`config.mk`:
```
export PLATFORM = sky130hd
export DESIGN_NAME = uart_rx
export DESIGN_NICKNAME = d
export VERILOG_FILES = /design/src/rtl/uart_rx.sv
export SDC_FILE = /design/constraint.sdc
export NUM_CORES = 1
export LEC_CHECK = 0
export ABC_AREA = 1
export CAP_MARGIN = 20
export CORE_UTILIZATION = 33
export CTS_BUF_LIST = sky130_fd_sc_hd__clkbuf_8
export DETAILED_ROUTE_END_ITERATION = 7
export PLACE_DENSITY_LB_ADDON = 0.15
export SLEW_MARGIN = 20
export SYNTH_ARGS = -nofsm -noshare
export SYNTH_HDL_FRONTEND = slang
export SYNTH_SLANG_ARGS = --single-unit
```
`constraint.sdc`:
```
create_clock -name pclk -period 1.5 [get_ports pclk]
set_input_delay 0.15 -clock pclk [delete_from_list [all_inputs] [get_ports pclk]]
set_output_delay 0.15 -clock pclk [all_outputs]
set_load 0.02 [all_outputs]
```
`src/rtl/uart_rx.sv`:
```
// ---------------------------------------------------------------------------
// uart_rx -- asynchronous serial receiver with majority-vote bit recovery.
//
// The serial line is synchronised into the pclk domain and a start bit is
// detected on a 1->0 transition of the synchronised line. An external
// bit-timing generator supplies three vote pulses (voting_edge) and one
// decision pulse (sample_edge) per bit period. Each bit is the majority of
// its three votes. Word length, parity enable, even/odd parity and stick
// parity are captured at start detection and held for the whole frame.
//
// Ports:
//   pclk           in   clock
//   presetn        in   asynchronous active-low reset
//   rxd            in   serial line (asynchronous, idle high)
//   voting_edge    in   vote-point pulse, three per bit period
//   sample_edge    in   bit-decision pulse, one per bit period
//   rx_en          in   receiver enable; dropping it aborts a frame
//   wls[1:0]       in   word length: 00=5, 01=6, 10=7, 11=8 data bits
//   pen            in   parity enable
//   eps            in   even parity select
//   sp             in   stick parity
//   sample_clk_clr out  one-cycle pulse realigning the bit-timing generator
//   rx_data[7:0]   out  received word, LSB aligned, unused MSBs zero
//   rx_valid       out  one-cycle pulse: a frame has completed
//   parity_err     out  parity error for the frame in rx_data
//   frame_err      out  stop bit resolved to 0
//   break_err      out  whole frame (data, parity, stop) resolved to 0
//   rx_busy        out  receiver is inside a frame
//
// SYNC_STAGES selects the synchroniser depth; legal values are 2 and 3.
// ---------------------------------------------------------------------------
module uart_rx #(
    parameter int SYNC_STAGES = 2
) (
    input  logic       pclk,
    input  logic       presetn,
    input  logic       rxd,
    input  logic       voting_edge,
    input  logic       sample_edge,
    input  logic       rx_en,
    input  logic [1:0] wls,
    input  logic       pen,
    input  logic       eps,
    input  logic       sp,
    output logic       sample_clk_clr,
    output logic [7:0] rx_data,
    output logic       rx_valid,
    output logic       parity_err,
    output logic       frame_err,
    output logic       break_err,
    output logic       rx_busy
);

    typedef enum logic [2:0] {
        IDLE   = 3'd0,
        START  = 3'd1,
        DATA   = 3'd2,
        PARITY = 3'd3,
        STOP   = 3'd4
    } state_t;

    // ------------------------------------------------------------------
    // Register state (q) and next-state (d)
    // ------------------------------------------------------------------
    logic [SYNC_STAGES-1:0] sync_q,  sync_d;
    logic                   rxs_d_q, rxs_d_d;
    state_t                 state_q, state_d;

    logic [2:0]             vote_q,    vote_d;
    logic [2:0]             bit_cnt_q, bit_cnt_d;
    logic [7:0]             shift_q,   shift_d;

    // Frame configuration captured at start detection
    logic [1:0]             wls_q, wls_d;
    logic                   pen_q, pen_d;
    logic                   eps_q, eps_d;
    logic                   sp_q,  sp_d;

    // Per-frame accumulators, transferred to the outputs at the stop bit
    logic                   par_err_q, par_err_d;
    logic                   all_zero_q, all_zero_d;

    // Registered outputs
    logic                   sample_clk_clr_q, sample_clk_clr_d;
    logic [7:0]             rx_data_q,        rx_data_d;
    logic                   rx_valid_q,       rx_valid_d;
    logic                   parity_err_q,     parity_err_d;
    logic                   frame_err_q,      frame_err_d;
    logic                   break_err_q,      break_err_d;

    // ------------------------------------------------------------------
    // Derived signals
    // ------------------------------------------------------------------
    logic       rxs;
    logic [2:0] vote_next;
    logic       maj;
    logic       last_bit;
    logic       exp_par;
    logic       start_det;

    // Synchronised line is the last synchroniser flop.
    assign rxs = sync_q[SYNC_STAGES-1];

    // A vote arriving in the same cycle as sample_edge must take part in
    // the decision, so the majority looks at the post-shift vote vector.
    assign vote_next = voting_edge ? {vote_q[1:0], rxs} : vote_q;
    assign maj       = (vote_next[0] & vote_next[1]) |
                       (vote_next[0] & vote_next[2]) |
                       (vote_next[1] & vote_next[2]);

    // Bit index of the final data bit is wls+4, i.e. {1, wls}.
    assign last_bit  = (bit_cnt_q == {1'b1, wls_q});

    // Unreceived MSBs of shift_q are zero, so reducing all 8 bits gives
    // the parity of the received word only.
    assign exp_par   = sp_q  ? ~eps_q   :
                       eps_q ? ^shift_q : ~(^shift_q);

    // Start only on a fresh falling transition; a line parked low (e.g.
    // after a break) never produces rxs_d=1 with rxs=0.
    assign start_det = rx_en & rxs_d_q & ~rxs;

    // ------------------------------------------------------------------
    // Next-state logic
    // ------------------------------------------------------------------
    always_comb begin
        sync_d           = {sync_q[SYNC_STAGES-2:0], rxd};
        rxs_d_d          = rxs;
        state_d          = state_q;
        vote_d           = vote_q;
        bit_cnt_d        = bit_cnt_q;
        shift_d          = shift_q;
        wls_d            = wls_q;
        pen_d            = pen_q;
        eps_d            = eps_q;
        sp_d             = sp_q;
        par_err_d        = par_err_q;
        all_zero_d       = all_zero_q;
        sample_clk_clr_d = 1'b0;
        rx_data_d        = rx_data_q;
        rx_valid_d       = 1'b0;
        parity_err_d     = parity_err_q;
        frame_err_d      = frame_err_q;
        break_err_d      = break_err_q;

        if (state_q == IDLE) begin
            // Timing pulses are ignored while idle; keep votes clean.
            vote_d = 3'b000;
            if (start_det) begin
                sample_clk_clr_d = 1'b1;
                state_d          = START;
                wls_d            = wls;
                pen_d            = pen;
                eps_d            = eps;
                sp_d             = sp;
                bit_cnt_d        = 3'd0;
                shift_d          = 8'h00;
                par_err_d        = 1'b0;
                all_zero_d       = 1'b1;
            end
        end else if (!rx_en) begin
            // Abort: drop the partial frame, leave the outputs untouched.
            state_d = IDLE;
            vote_d  = 3'b000;
        end else begin
            vote_d = vote_next;
            if (sample_edge) begin
                vote_d = 3'b000;
                case (state_q)
                    START: begin
                        bit_cnt_d = 3'd0;
                        // A start bit that resolves high was a glitch.
                        state_d   = maj ? IDLE : DATA;
                    end
                    DATA: begin
                        shift_d[bit_cnt_q] = maj;
                        all_zero_d         = all_zero_q & ~maj;
                        bit_cnt_d          = bit_cnt_q + 3'd1;
                        if (last_bit) begin
                            state_d = pen_q ? PARITY : STOP;
                        end
                    end
                    PARITY: begin
                        par_err_d  = (maj != exp_par);
                        all_zero_d = all_zero_q & ~maj;
                        state_d    = STOP;
                    end
                    STOP: begin
                        // Only one stop bit is ever checked.
                        state_d      = IDLE;
                        rx_valid_d   = 1'b1;
                        rx_data_d    = shift_q;
                        parity_err_d = par_err_q;
                        frame_err_d  = ~maj;
                        break_err_d  = all_zero_q & ~maj;
                    end
                    default: begin
                        state_d = IDLE;
                    end
                endcase
            end
        end
    end

    // ------------------------------------------------------------------
    // State registers
    // ------------------------------------------------------------------
    always_ff @(posedge pclk or negedge presetn) begin
        if (!presetn) begin
            sync_q           <= '1;
            rxs_d_q          <= 1'b1;
            state_q          <= IDLE;
            vote_q           <= 3'b000;
            bit_cnt_q        <= 3'd0;
            shift_q          <= 8'h00;
            wls_q            <= 2'b00;
            pen_q            <= 1'b0;
            eps_q            <= 1'b0;
            sp_q             <= 1'b0;
            par_err_q        <= 1'b0;
            all_zero_q       <= 1'b0;
            sample_clk_clr_q <= 1'b0;
            rx_data_q        <= 8'h00;
            rx_valid_q       <= 1'b0;
            parity_err_q     <= 1'b0;
            frame_err_q      <= 1'b0;
            break_err_q      <= 1'b0;
        end else begin
            sync_q           <= sync_d;
            rxs_d_q          <= rxs_d_d;
            state_q          <= state_d;
            vote_q           <= vote_d;
            bit_cnt_q        <= bit_cnt_d;
            shift_q          <= shift_d;
            wls_q            <= wls_d;
            pen_q            <= pen_d;
            eps_q            <= eps_d;
            sp_q             <= sp_d;
            par_err_q        <= par_err_d;
            all_zero_q       <= all_zero_d;
            sample_clk_clr_q <= sample_clk_clr_d;
            rx_data_q        <= rx_data_d;
            rx_valid_q       <= rx_valid_d;
            parity_err_q     <= parity_err_d;
            frame_err_q      <= frame_err_d;
            break_err_q      <= break_err_d;
        end
    end

    // ------------------------------------------------------------------
    // Outputs
    // ------------------------------------------------------------------
    assign sample_clk_clr = sample_clk_clr_q;
    assign rx_data        = rx_data_q;
    assign rx_valid       = rx_valid_q;
    assign parity_err     = parity_err_q;
    assign frame_err      = frame_err_q;
    assign break_err      = break_err_q;
    assign rx_busy        = (state_q != IDLE);

endmodule

```
Word-level counts from Yosys, hierarchy flattened --
Index checks and enable logic that the tools add are counted.
Storage, ports and cells: register bits 40, latch bits 0, RAM bits 0, ROM bits 0, output and inout port bits 14, word-level logic and storage cells 104, memories 0
Cells by class: add/subtract/negate cells 1, multipliers 0, divide/modulo/power cells 0, magnitude comparators 2, equality and inequality tests 9, shift-type cells 0, multiplexer cells 43, bitwise operators 13, reduce and logical (&&, ||, !) cells 18
Operator list (number):
- $mux 3 | 14
- $mux 8 | 5
- $reduce_and 4->1 | 5
- $mux 1 | 19
- $reduce_bool 2->1 | 5
- $pmux 3 s3 | 1
- $bwmux 8 | 1
- $reduce_xor 8->1 | 1
- $and 1x1->1 | 6
- $eq 3x2->1 const B | 2
- $pmux 3 s2 | 1
- $reduce_bool 3->1 | 2
- $not 1->1 | 5
- $lt 3x4->1 const B | 1
- $ne 4x4->1 const B | 1
- $add 3x1->3 const B | 1
- $demux 1 s3 | 1
- $eq 3x1->1 const B | 1
- $eq 3x3->1 | 1
- $eq 3x3->1 const B | 1
- $ge 3x1->1 const B | 1
- $logic_not 3->1 | 1
- $ne 3x2->1 const B | 1
- $reduce_and 3->1 | 1
- 7 further kinds | 8

Logic depth before layout (Yosys ltp) --
depth in word-level cells 10, mapped depth 11, depth with buffers taken out 11

Worst setup path before layout --
No wires, ideal clock.
kind reg-to-reg, start register rxs_d_q, end register par_err_q, library setup time 0.121 ns, arrival 1.259 ns, required time 1.379 ns, setup slack 0.120 ns, stages on the path, launching flop included 8, path buffers 0, period minus slack after synthesis 1.380 ns, cells stage by stage dfstp_2 > nand2_1 > nor2_1 > nand2_4 > o21ai_2 > o21ai_0 > o211ai_1 > nand2_1
On the way: longest elaborated chain between the ends 4
RTL lines:
- start, declared | RTL line 66 | logic rxs_d_q, rxs_d_d;
- start signal, assigned | RTL line 230 | rxs_d_q <= rxs_d_d;
- $and 1x1->1 (2 in series) | RTL line 121 | assign start_det = rx_en & rxs_d_q & ~rxs;
- $ne 2x2->1 (no source line)
- $reduce_and 4->1 (no source line)
- end signal, assigned | RTL line 239 | par_err_q <= par_err_d;
- end, declared | RTL line 80 | logic par_err_q, par_err_d;
Every way passes these cells. A chain may end at the register's enable or synchronous reset.

Worst setup path after layout --
start register rxs_d_q, end register bit_cnt_q[2]
On the way: longest elaborated chain between the ends 4
RTL lines:
- $and 1x1->1 (2 in series) | RTL line 121
- $ne 2x2->1 (no source line)
- $reduce_and 4->1 (no source line)
- end signal, assigned | RTL line 233 | bit_cnt_q <= bit_cnt_d;
- end, declared | RTL line 70 | logic [2:0] bit_cnt_q, bit_cnt_d;
Every way passes these cells.

==> flow_summary.json <==
{
  "ir_drop_mv": 0.824,
  "grt_usage_pct": 14.1,
  "synth-seq-area-share_pct": 46.8,
  "synth_cells": 281,
  "arrival_ps": 1660,
  "io_buffers": 24,
  "die-area_mm2": 0.00683,
  "maxCapViolCount": 0,
  "synthMuxAreaShare_pct": 0,
  "avgViaCountPerCell": 4.33,
  "leakagePower_nw": 1.34,
  "gp_congestion": 0.817,
  "tns_ps": 0,
  "yosysWarnings": 0,
  "drive_above_1_share_pct": 24.3,
  "n_antenna_cell": 0,
  "hold_class": "in -> reg",
  "avgSynthCellArea_um2": 7.64,
  "syn_area_mm2": 0.00215,
  "period_share_pct": 96.1,
  "cts_tree": "done",
  "synth_compound_area_share_pct": 13.5,
  "hold_viol": 0,
  "critPathCaptureType": "flip-flop",
  "antenna_left": 0,
  "power.total_mw": 4.82,
  "clockRootBuffer": "clkbuf_8",
  "setup_viol": 0,
  "grt_first_pass_wirelength_um": 7070,
  "outcome": "finished clean",
  "mostFrequentLayoutCells": "90 x nand2_1, 37 x dfrtp_1, 33 x inv_1, 22 x nor2_1, 22 x buf_4",
  "slew_headroom_pct": 66.3,
  "powerDensity_mw_per_mm2": 1710,
  "yosys.area_share.adder_pct": 0.583,
  "die_y_um": 82.6,
  "clk_latency_ps": 290,
  "syn-num-nets": 293,
  "synth_seq_cells": 40,
  "synth_xor_xnor_area_share_pct": 0.816,
  "vias": 1776,
  "synth_cell_types": 27,
  "seq_area_mm2": 0.00100,
  "clockBufferDepth": 2,
  "tightest_slew_ps": 505,
  "coreArea_mm2": 0.00631,
  "drc": 0,
  "routed_wl_um": 4310,
  "cts_sinks": 40,
  "maxSlewViolCount": 0,
  "rsz0062_at_grt": "true",
  "multi_input_area_mm2": 0.00104,
  "die_w_um": 82.6,
  "fin_skew_ps": 4.90,
  "final_nets": 344,
  "numCtsBuffers": 5,
  "grt_overflow_total": 0,
  "dp_hpwl_um": 3240,
  "fmax_ghz": 0.694,
  "drt_iter0_drc": 66,
  "synthSimpleGateAreaFrac_pct": 29.4,
  "path_max_fanout": 6,
  "crit_required_ps": 1720,
  "clk_pin_slew_ps": 80,
  "detail_route.first_pass.iterations": 4,
  "timing_worst_setup_path_type": "reg -> reg",
  "first_global_vias": 1558,
  "grt_max_degree": 41,
  "startpoint_type": "flip-flop",
  "start_util_pct": 34.0,
  "rows": 29,
  "min_period_ps": 1440,
  "routedWlPerCell_um": 10.5,
  "area_growth_pct": 31.3,
  "htree_levels": 2,
  "antenna_found_initial": 0,
  "final_common_cell": "nand2_1",
  "fillers": 646,
  "io_pins": 25,
  "synth_top_family_by_area": "simple AND/OR/NAND/NOR gates"
}
through the flow:
| step | util [%] | hold slack [ps] | worst slack, ps | cells | cell area [um2] |
|---|---|---|---|---|---|
| 4_1_cts | 43.1 | 246 | 3.62 | 410 | 2720 |
| 3_3_place_gp | 41.3 | 248 | -251 | 400 | 2610 |
| 5_1_grt | 44.6 | 257 | -66.0 | 410 | 2820 |
| 3_5_place_dp | 41.3 | 243 | -243 | 400 | 2610 |
| 6_report | 44.6 | 262 | 59.1 | 410 | 2820 |
| 2_1_floorplan | - | -146 | 120 | 281 | 2150 |
critical path, stage by stage (launching register included):
cell	delay [ps]
dfstp_2	530
nand2_2	40
nor2_1	90
buf_4	130
nand2_4	50
o21ai_4	80
nand2_2	90
nor2_4	180
nand2_1	80
o22ai_2	90
what timing repair did:
item	in CTS	in global routing
setup endpoints to repair	1	34
pin swaps	1	2
hold buffers	1	0
buffers inserted	1	0
resized for setup	2	38
hold endpoints to repair	37	0
final cells by class:
class                      count  share of cell area, %
clock inverter                 2                  0.355
inverter                      40                   5.55
sequential                    40                   35.7
clock buffer                   6                   2.93
multi-input combinational    196                   36.8
tap                           77                   3.42
timing repair buffer          49                   15.3
worst paths after layout:
| path | start | to | slack [ps] | depth (start not counted) |
|---|---|---|---|---|
| worst max-delay path | rxs_d_q | bit_cnt_q[2] | 60 | 9 |
| worst min-delay path | rxd | sync_q[0] | 260 | 1 |
| worst max register to register | rxs_d_q | bit_cnt_q[2] | 60 | 9 |
| worst min register to register | sync_q[0] | sync_q[1] | 360 | 0 |
| max in group asynchronous | presetn | sync_q[0] | 700 | 3 |
| min in group asynchronous | presetn | rx_valid | 440 | 3 |
where the power goes:
part	switching, mW	leakage (nW)	internal, mW	total [mW]
clock	0.375	0.0510	0.367	0.742
combinational	1.49	0.766	0.993	2.48
sequential	0.185	0.520	1.41	1.60
total	2.05	1.34	2.77	4.82
flip-flops by register name (all words and copies together) (netlist names):
register / count
sync_q: 2
sp_q: 1
par_err_q: 1
rx_valid: 1
rxs_d_q: 1
eps_q: 1
rx_data: 8
pen_q: 1
shift_q: 8
all_zero_q: 1
wls_q: 2
bit_cnt_q: 3
frame_err: 1
break_err: 1
state_q: 3
parity_err: 1
sample_clk_clr: 1
vote_q: 3
cells in the mapped netlist (all sizes together):
cell	number	area [um2]
xor2	1	8.76
nor2	25	116
ha	1	12.5
nor4	1	21.3
nand2	99	389
inv	39	146
nand3	13	65.1
o21a	1	7.51
o211ai	1	7.51
nor3	8	40.0
o21ai	34	208
buf	5	40.0
a21oi	10	53.8
o22ai	1	12.5
dfrtp	37	926
clkinv	1	3.75
dfstp	3	78.8
xnor2	1	8.76
cell families after synthesis:
logic type | Yosys count
xor gates and xnor gates | 2
DFF | 40
AOI/OAI and AO/OA | 47
and+or+nand+nor | 146
buffers and inverters | 45
adders and majority gates | 1
per-layer routing:
metal  global-route usage, %  vias to the layer above  routed length (um)
met4                    5.17                        0                  58
met1                    19.4                      763                2220
met3                    3.74                        5                 147
li1                        -                      981                   -
met2                    21.2                       27                1880
met5                       0                        -                   0
No activity file was read; power rests on OpenSTA's default activity.
